[src/rtl/iobus_decode.sv]
// -----------------------------------------------------------------------------
// iobus_decode
//
// Port-I/O address decoder that sits behind the CPU I/O byte-serialiser.
// It decodes a 16-bit port address into one of NDEV base/mask windows. It
// forwards the access to the device side as registered strobes with a one-hot
// select, and returns the read data to the bus. Windows flagged in WAITEN
// stretch the access until the device raises dev_ready, or until TIMEOUT wait
// cycles have passed. Unmapped reads and timed-out reads return all ones.
//
// Ports
//   clk, reset      clock; synchronous active-high reset
//   bus_address     16-bit port address
//   bus_read/write  one-cycle access strobes from the serialiser
//   bus_datasize    bytes remaining in the serialised access (1..4)
//   bus_writedata   write data, low byte first
//   bus_readdata    registered read data returned to the serialiser
//   bus_io32        combinational: current address takes a single 32-bit access
//   io_wait         registered: a wait-state access is still in progress
//   dev_sel         registered one-hot device select, held for the access
//   dev_address     registered port address
//   dev_read/write  registered one-cycle device strobes
//   dev_writedata   registered write data, forwarded unshifted
//   dev_readdata    per-device read data, slice i = [32i+31:32i]
//   dev_ready       per-device completion; only sampled for WAITEN windows
// -----------------------------------------------------------------------------
module iobus_decode #(
  parameter int                 NDEV    = 4,
  parameter logic [16*NDEV-1:0] BASE    = {NDEV{16'h0000}},
  parameter logic [16*NDEV-1:0] MASK    = {NDEV{16'hFFFF}},
  parameter logic [NDEV-1:0]    IO32    = {NDEV{1'b0}},
  parameter logic [NDEV-1:0]    WAITEN  = {NDEV{1'b0}},
  parameter int unsigned        TIMEOUT = 255
) (
  input  logic                 clk,
  input  logic                 reset,
  input  logic [15:0]          bus_address,
  input  logic                 bus_read,
  input  logic                 bus_write,
  input  logic [2:0]           bus_datasize,
  input  logic [31:0]          bus_writedata,
  output logic [31:0]          bus_readdata,
  output logic                 bus_io32,
  output logic                 io_wait,
  output logic [NDEV-1:0]      dev_sel,
  output logic [15:0]          dev_address,
  output logic                 dev_read,
  output logic                 dev_write,
  output logic [31:0]          dev_writedata,
  input  logic [32*NDEV-1:0]   dev_readdata,
  input  logic [NDEV-1:0]      dev_ready
);

  localparam int IDXW = (NDEV > 1) ? $clog2(NDEV) : 1;

  // The wait counter times out after it has counted TIMEOUT wait cycles,
  // so the decision is taken while it still holds TIMEOUT-1.
  localparam logic [15:0] TMO_LAST = 16'(TIMEOUT - 1);

  typedef enum logic [1:0] {
    IDLE,
    DATA,
    WAIT
  } state_t;

  state_t            state, state_nxt;

  // Registered state besides the outputs themselves.
  logic [IDXW-1:0]   sel_idx, sel_idx_nxt;     // index of the selected window
  logic              is_read, is_read_nxt;     // access in flight is a read
  logic [15:0]       wait_cnt, wait_cnt_nxt;

  // Next-state values for the registered outputs.
  logic [31:0]       bus_readdata_nxt;
  logic              io_wait_nxt;
  logic [NDEV-1:0]   dev_sel_nxt;
  logic [15:0]       dev_address_nxt;
  logic              dev_read_nxt;
  logic              dev_write_nxt;
  logic [31:0]       dev_writedata_nxt;

  // Address decode results.
  logic              hit_any;
  logic [IDXW-1:0]   hit_idx;
  logic [NDEV-1:0]   hit_oh;
  logic              hit_io32;
  logic              hit_wait;

  // Data and ready of the window latched into sel_idx.
  logic [31:0]       sel_rdata;
  logic              sel_ready;

  // ---------------------------------------------------------------------------
  // Window decode. The loop scans upward and keeps the first hit, so the lowest
  // index wins when windows overlap.
  // ---------------------------------------------------------------------------
  always_comb begin
    // NOTE: every signal assigned in a combinational block gets a default
    // first, so no path through the block leaves it unassigned (no latch).
    hit_any  = 1'b0;
    hit_idx  = '0;
    hit_oh   = '0;
    hit_io32 = 1'b0;
    hit_wait = 1'b0;
    for (int i = 0; i < NDEV; i++) begin
      if (!hit_any &&
          ((bus_address & MASK[16*i +: 16]) == (BASE[16*i +: 16] & MASK[16*i +: 16]))) begin
        hit_any   = 1'b1;
        hit_idx   = IDXW'(i);
        hit_oh[i] = 1'b1;
        hit_io32  = IO32[i];
        hit_wait  = WAITEN[i];
      end
    end
  end

  // A 32-bit access is offered only when it is dword aligned and the
  // serialiser still has all four bytes to move.
  assign bus_io32 = hit_any && hit_io32 && (bus_address[1:0] == 2'b00) &&
                    (bus_datasize == 3'd4);

  // Mux the selected device's read data and ready.
  always_comb begin
    sel_rdata = '1;
    sel_ready = 1'b0;
    for (int i = 0; i < NDEV; i++) begin
      if (sel_idx == IDXW'(i)) begin
        sel_rdata = dev_readdata[32*i +: 32];
        sel_ready = dev_ready[i];
      end
    end
  end

  // ---------------------------------------------------------------------------
  // Next-state and output logic
  // ---------------------------------------------------------------------------
  always_comb begin
    state_nxt         = state;
    sel_idx_nxt       = sel_idx;
    is_read_nxt       = is_read;
    wait_cnt_nxt      = wait_cnt;
    bus_readdata_nxt  = bus_readdata;
    io_wait_nxt       = io_wait;
    dev_sel_nxt       = dev_sel;
    dev_address_nxt   = dev_address;
    dev_writedata_nxt = dev_writedata;
    dev_read_nxt      = 1'b0;              // strobes are single-cycle pulses
    dev_write_nxt     = 1'b0;

    unique case (state)
      IDLE: begin
        if (bus_write || bus_read) begin
          // A simultaneous read and write is treated as a write.
          dev_address_nxt   = bus_address;
          dev_writedata_nxt = bus_writedata;
          dev_sel_nxt       = hit_oh;      // all zeros when unmapped
          sel_idx_nxt       = hit_idx;
          is_read_nxt       = !bus_write;
          dev_read_nxt      = hit_any && !bus_write;
          dev_write_nxt     = hit_any && bus_write;
          if (hit_any && hit_wait) begin
            io_wait_nxt  = 1'b1;
            wait_cnt_nxt = '0;
            state_nxt    = WAIT;
          end else begin
            state_nxt    = DATA;
          end
        end
      end

      DATA: begin
        if (is_read) begin
          bus_readdata_nxt = (|dev_sel) ? sel_rdata : 32'hFFFF_FFFF;
        end
        dev_sel_nxt = '0;
        state_nxt   = IDLE;
      end

      WAIT: begin
        // Ready is checked first, so it wins over a timeout in the same cycle.
        if (sel_ready) begin
          if (is_read) begin
            bus_readdata_nxt = sel_rdata;
          end
          io_wait_nxt = 1'b0;
          dev_sel_nxt = '0;
          state_nxt   = IDLE;
        end else if (wait_cnt == TMO_LAST) begin
          // Forced completion: reads see all ones, a write is simply lost.
          if (is_read) begin
            bus_readdata_nxt = 32'hFFFF_FFFF;
          end
          io_wait_nxt = 1'b0;
          dev_sel_nxt = '0;
          state_nxt   = IDLE;
        end else begin
          wait_cnt_nxt = wait_cnt + 16'd1;
        end
      end

      default: begin
        state_nxt = IDLE;
      end
    endcase
  end

  // ---------------------------------------------------------------------------
  // State register
  // ---------------------------------------------------------------------------
  always_ff @(posedge clk) begin
    // NOTE: sequential state uses non-blocking assignments so that every
    // register samples the values from before the edge, whatever the
    // statement order.
    if (reset) begin
      state         <= IDLE;
      sel_idx       <= '0;
      is_read       <= 1'b0;
      wait_cnt      <= '0;
      bus_readdata  <= 32'hFFFF_FFFF;
      io_wait       <= 1'b0;
      dev_sel       <= '0;
      dev_address   <= '0;
      dev_read      <= 1'b0;
      dev_write     <= 1'b0;
      dev_writedata <= '0;
    end else begin
      state         <= state_nxt;
      sel_idx       <= sel_idx_nxt;
      is_read       <= is_read_nxt;
      wait_cnt      <= wait_cnt_nxt;
      bus_readdata  <= bus_readdata_nxt;
      io_wait       <= io_wait_nxt;
      dev_sel       <= dev_sel_nxt;
      dev_address   <= dev_address_nxt;
      dev_read      <= dev_read_nxt;
      dev_write     <= dev_write_nxt;
      dev_writedata <= dev_writedata_nxt;
    end
  end

  // The upstream stage must hold off new strobes until the decoder is idle.
  // In hardware such strobes are ignored; simulation flags them.
  strobe_while_busy: assert property (@(posedge clk) disable iff (reset)
    (state != IDLE) |-> !(bus_read || bus_write))
    else $error("iobus_decode: bus strobe while an access is in progress");

endmodule
[config.mk]
export PLATFORM = sky130hd
export DESIGN_NAME = iobus_decode
export DESIGN_NICKNAME = d
export VERILOG_FILES = /design/src/rtl/iobus_decode.sv
export SDC_FILE = /design/constraint.sdc
export NUM_CORES = 1
export LEC_CHECK = 0
export BUFFER_PORTS_ARGS = -buffer_cell sky130_fd_sc_hd__buf_2
export CELL_PAD_IN_SITES_DETAIL_PLACEMENT = 1
export CELL_PAD_IN_SITES_GLOBAL_PLACEMENT = 1
export CORE_UTILIZATION = 27
export CTS_CLUSTER_SIZE = 8
export DETAILED_ROUTE_END_ITERATION = 10
export GPL_ROUTABILITY_DRIVEN = 0
export PLACE_DENSITY_LB_ADDON = 0.12
export SLEW_MARGIN = 20
export SYNTH_ARGS = -nofsm -noshare
export SYNTH_HDL_FRONTEND = slang
export SYNTH_SLANG_ARGS = --single-unit
[constraint.sdc]
create_clock -name clk -period 2.05 [get_ports clk]
set_clock_uncertainty 0.15 [all_clocks]
set_input_delay 0.205 -clock clk [delete_from_list [all_inputs] [get_ports clk]]
set_output_delay 0.205 -clock clk [all_outputs]
set_load 0.05 [all_outputs]
# Word-level counts from Yosys, hierarchy flattened

Index checks and enable logic that the tools add are counted.

Add/sub/neg operators: 1
$mul: 0
Divide/modulo/power cells: 0
Order comparisons: 0
Eq/ne operators: 11
Shift operators: 0
Multiplexer cells: 35
Bitwise operators: 4
Reduce and logical (&&, ||, !) cells: 24

Operators with widths:

| kind                                                  | number |
|---|---|
| two-way mux 32 bit                                    | 10 |
| one-hot mux 32 bit (2 select lines)                   | 1 |
| adder 16 x 1 -> 16 bit (second input constant)        | 1 |
| equality test 16 x 8 -> 1 bit (second input constant) | 1 |
| zero test 16 bit                                      | 1 |
| two-way mux 1 bit                                     | 14 |
| two-way mux 4 bit                                     | 3 |
| one-hot mux 4 bit (3 select lines)                    | 1 |
| two-way mux 2 bit                                     | 5 |
| != test 3 bit (second input constant)                 | 3 |
| equality test 2 bit (second input constant)           | 3 |
| AND reduction 2 bit                                   | 3 |
| AND reduction 3 bit                                   | 2 |
| logical AND 1 bit                                     | 5 |
| AND reduction 5 bit                                   | 1 |
| equality test 2 x 1 -> 1 bit (second input constant)  | 2 |
| zero test 1 bit                                       | 4 |
| zero test 2 bit                                       | 2 |
| != test 2 bit (second input constant)                 | 2 |
| inverter 1 bit                                        | 4 |
| one-hot mux 2 bit (2 select lines)                    | 1 |
| nonzero test 2 bit                                    | 2 |
| OR reduction 4 bit                                    | 1 |
| nonzero test 3 bit                                    | 1 |
| other kinds (2)                                       | 2 |

Register bits after elaboration: 108
Latch bits: 0
RAM bits: 0
Memory bits (read-only): 0
Input bits: 187
Output and inout bits: 88
Logic and storage cells: 86
Memories kept: 0

# Longest topological paths before layout

Depth in word-level cells: 13
Mapped depth: 6

# Worst setup path after synthesis

Ideal clock, no wire load.

Kind: register to register
Start: register dev_sel[0]
End: register bus_readdata[10]
Arrival time: 1168 ps
Setup slack: 613 ps
Cell stages (with the launch flop): 4
Period minus slack after synthesis: 1437 ps
Cells stage by stage: dfxtp_1 -> clkbuf_1 -> nor3b_1 -> o21bai_1

Cells in the longest elaborated chain, start to end: 4

RTL lines:

| what                                | line | text |
|---|---|---|
| from (decl)                         | 45   | `output logic [NDEV-1:0] dev_sel,` |
| from (signal assigned)              | 233  | `dev_sel <= dev_sel_nxt;` |
| OR reduction 4 bit                  | 173  | `bus_readdata_nxt = (\|dev_sel) ? sel_rdata : 32'hFFFF_FFFF;` |
| two-way mux 32 bit                  | 173  |  |
| two-way mux 32 bit                  | 172  | `if (is_read) begin` |
| one-hot mux 32 bit (2 select lines) | 150  | `unique case (state)` |
| to (signal assigned)                | 231  | `bus_readdata <= bus_readdata_nxt;` |
| to (decl)                           | 42   | `output logic [31:0] bus_readdata,` |

Every way passes these cells. The select of a mux whose other input is x is not followed.
A chain may end at the register's enable or synchronous reset.

# Worst setup path in the final report

Start: register dev_sel[0]
End: output port dev_sel[0]

No word-level cell between the ends.

==> flow_summary_export.csv <==
group,metric,value,unit
route,route.antenna.remaining_nets,0,
route,drc,0,
die,design.die.area,11500,sq um
logic_synthesis,synth_register_bits,85,
worst_setup_path,path_class,"reg2out",
die,fp.dieW,107,um
logic_synthesis,synth_area,3000,sq um
min_path,worstHoldPathType,"in2reg",
worst_setup_path,setup.worst_path.end,"dev_sel[0]",
place,place.port_buffers,166,
logic_synthesis,postSynthAreaPerCell,10.8,sq um
global_route,initial_antenna_violation_count,0,
logic_synthesis,synthDistinctLibCells,23,
timing,finalHoldViolCount,0,
pwr,irDropWorstVdd,0.290,mV
worst_setup_path,ff2ff_setup_slack,0.54,ns
timing,setup-violations-final,0,
timing,final_period_demand_of_the_worst_path,1.74,ns
layout,final_layout_size_suffix_gt1_frac,0.365,
route,post_drt_wl_per_cell,14.7,um
route,wl,9.74,mm
cts,clock_sinks,85,
cts,postCtsSetupBuffers,0,
pwr,cell_leakage_power,2.35,nW
layout,final_net_count,705,
worst_setup_path,start_kind,"flip-flop",
logic_synthesis,ys.warnings.count,0,
die,core_region_area,10800,sq um
worst_setup_path,required,1.69,ns
die,chipHeight,107,um
layout,final.fill_count,1250,
timing,unrepaired_setup_endpoints_after_global_routing,"false",
cts,cts_root_buf,"sky130_fd_sc_hd__clkbuf_8",
global_route,overflow_after_grt,0,
timing,finalWorstSetupSlack,0.310,ns
global_route,number_of_global_route_vias_before_repair,3198,
worst_setup_path,reg2regPathDepth,4,
route,first_iter_violations,89,
timing,min_period_over_period,0.849,
die,io-pin-count,275,
cts,numCtsBuffers,9,
layout,area_growth_syn_to_layout,64.5,%
outcome,run_status,"completed",
pwr,powerDensity,741,nW/um^2
logic_synthesis,netlist_instances,277,
layout,antenna_cells,0,
timing,final_report_max_slew_violation_count,0,
cts,clock_tree_from_tritoncts,"built",
place,dpl.hpwl,5.86,mm
timing,final.setup.tns,0,ns
die,start_util,0.277,
timing,timing.fmax,575,MHz
global_route,grt_max_degree,50,
run,max-cap-violations,0,
global_route,grt_resource_usage_total,0.173,
worst_setup_path,launch_point_of_the_worst_reg_to_reg_path,"state[0]",
route,via_count,2968,
route,vias_per_cell,4.48,
worst_setup_path,worst_ep_arrival_time,1.38,ns
cts,clkSlewWorstSetupHoldPaths,0.08,ns
cts,insertion_delay,0.34,ns
worst_setup_path,regToRegEndpoint,"dev_writedata[27]",
worst_setup_path,timing.critical_path.to_type,"primary output",
global_route,first_pass_grt_wire_length,15.3,mm
worst_setup_path,critical_path_peak_fanout,11,
die,num_rows,38,
cts,cts_max_level,3,
timing,slew_at_the_pin_with_the_worst_max_slew_slack,0.516,ns
logic_synthesis,synth-seq-area-share,0.568,
worst_setup_path,worstSetupStartpoint,"dev_sel[0]",
route,detail_route.first_pass.iterations,4,
timing,slew_headroom,0.656,
cts,cts_buffer_depth,2,
place,worst_slack_after_detailed_placement,0.293,ns
==> flip-flops by register name, indices dropped and copies added (netlist names) <==
name / flops
bus_readdata: 32
dev_sel: 1
state: 1
dev_writedata: 32
dev_read: 1
is_read: 1
dev_address: 16
dev_write: 1
==> synth_stat cells <==
library cell	instances	area [sq um]
sky130_fd_sc_hd__dfxtp_1	85	1700
sky130_fd_sc_hd__a22o_1	48	420
sky130_fd_sc_hd__nor2_1	34	128
sky130_fd_sc_hd__nor3b_1	32	240
sky130_fd_sc_hd__o21bai_1	32	240
sky130_fd_sc_hd__clkbuf_1	12	45.0
sky130_fd_sc_hd__buf_2	8	40.0
sky130_fd_sc_hd__buf_4	5	37.5
sky130_fd_sc_hd__nor4_1	4	25.0
sky130_fd_sc_hd__buf_6	3	33.8
sky130_fd_sc_hd__nand2_1	2	7.51
sky130_fd_sc_hd__a21oi_1	1	5.00
sky130_fd_sc_hd__a21oi_4	1	16.3
sky130_fd_sc_hd__and2_1	1	6.26
sky130_fd_sc_hd__conb_1	1	3.75
sky130_fd_sc_hd__inv_1	1	3.75
sky130_fd_sc_hd__inv_2	1	3.75
sky130_fd_sc_hd__nand2_2	1	6.26
sky130_fd_sc_hd__nand4_1	1	6.26
sky130_fd_sc_hd__nor3_1	1	5.00
sky130_fd_sc_hd__o21ai_0	1	5.00
sky130_fd_sc_hd__o2bb2ai_1	1	8.76
sky130_fd_sc_hd__or2_4	1	8.76
==> power breakdown <==
part	switching, mW	internal (mW)	total (mW)
combinational	0.461	0.289	0.750
clock	0.596	0.540	1.14
sequential	0.0423	1.73	1.77
total	1.10	2.56	3.65
==> worst min path at each step <==
stage | from | to | slack, ns | cells after the start
2_1_floorplan | bus_write | dev_read | 0.13 | 1
3_3_place_gp | bus_writedata[9] | dev_writedata[9] | 0.26 | 2
3_5_place_dp | bus_writedata[16] | dev_writedata[16] | 0.27 | 2
4_1_cts | bus_read | dev_sel[0] | 0.01 | 3
5_1_grt | bus_read | dev_sel[0] | 0.04 | 3
6_report | bus_read | dev_sel[0] | 0.03 | 3
==> critical path, stage by stage (launching register included) <==
cell	delay [ns]
sky130_fd_sc_hd__dfxtp_1	0.54
sky130_fd_sc_hd__buf_4	0.23
sky130_fd_sc_hd__buf_2	0.27
==> placed cells by master, fill, tap and decap left out <==
master / synthesis / routed
sky130_fd_sc_hd__nor3b_1: 32 / 32
sky130_fd_sc_hd__a22o_1: 48 / 48
sky130_fd_sc_hd__nor4_1: 4 / 4
sky130_fd_sc_hd__o21bai_1: 32 / 32
sky130_fd_sc_hd__buf_4: 5 / 5
sky130_fd_sc_hd__conb_1: 1 / 5
sky130_fd_sc_hd__dlygate4sd3_1: 0 / 82
sky130_fd_sc_hd__buf_2: 8 / 166
sky130_fd_sc_hd__a21oi_4: 1 / 1
sky130_fd_sc_hd__inv_4: 0 / 1
sky130_fd_sc_hd__nand4_1: 1 / 1
sky130_fd_sc_hd__o21ai_0: 1 / 1
sky130_fd_sc_hd__nand2_1: 2 / 2
sky130_fd_sc_hd__clkinv_2: 0 / 2
sky130_fd_sc_hd__nor2_1: 34 / 34
sky130_fd_sc_hd__inv_1: 1 / 1
sky130_fd_sc_hd__nor3_1: 1 / 1
sky130_fd_sc_hd__dfxtp_1: 85 / 85
sky130_fd_sc_hd__or2_4: 1 / 1
sky130_fd_sc_hd__clkbuf_8: 0 / 12
sky130_fd_sc_hd__a21oi_1: 1 / 1
sky130_fd_sc_hd__o2bb2ai_1: 1 / 1
sky130_fd_sc_hd__buf_12: 0 / 1
sky130_fd_sc_hd__and2_1: 1 / 1
sky130_fd_sc_hd__clkbuf_1: 12 / 1
sky130_fd_sc_hd__nand2_2: 1 / 1
sky130_fd_sc_hd__clkinv_4: 0 / 1
==> through the flow <==
stage               power, mW  cell area [sq um]  hold slack [ns]   util  cells
floorplan                2.24               3010            0.134      -    281
global placement         2.42               3920            0.263  0.362    565
detailed placement       2.43               3920            0.270  0.362    565
CTS                      3.71               4930           0.0131  0.455    663
global route             3.84               4930           0.0356  0.455    663
finish                   3.65               4930           0.0272  0.455    663
==> routing by layer <==
layer	global-route usage	wire [um]
met1	0.197	4230
met4	0.0734	172
met3	0.0490	655
met5	0	0
met2	0.302	4680
==> area by class of cell <==
cell class	instances	area, sq um	area share
Multi-Input combinational cell	166	1150	0.233
Timing Repair Buffer	254	1710	0.347
Clock inverter	3	18.8	0.00381
Sequential cell	85	1700	0.345
Clock buffer	13	169	0.0343
Inverter	2	10.0	0.00203
Tap cell	140	175	0.0355
==> logic make-up after synthesis <==
kind of cell	after synthesis	share of synthesized area
other	1	0.00125
AND/OR/NAND/NOR	77	0.144
AO/OA/AOI/OAI	84	0.232
buffers and inverters	30	0.0547
flip-flops	85	0.568
==> timing repair <==
| action | CTS | global route |
|---|---|---|
| hold buffers | 82 | 0 |
| hold endpoints to repair | 83 | 0 |
| resized for setup | 0 | 2 |
| setup endpoints to repair | 0 | 5 |
Power figures use the tool's default switching activity.
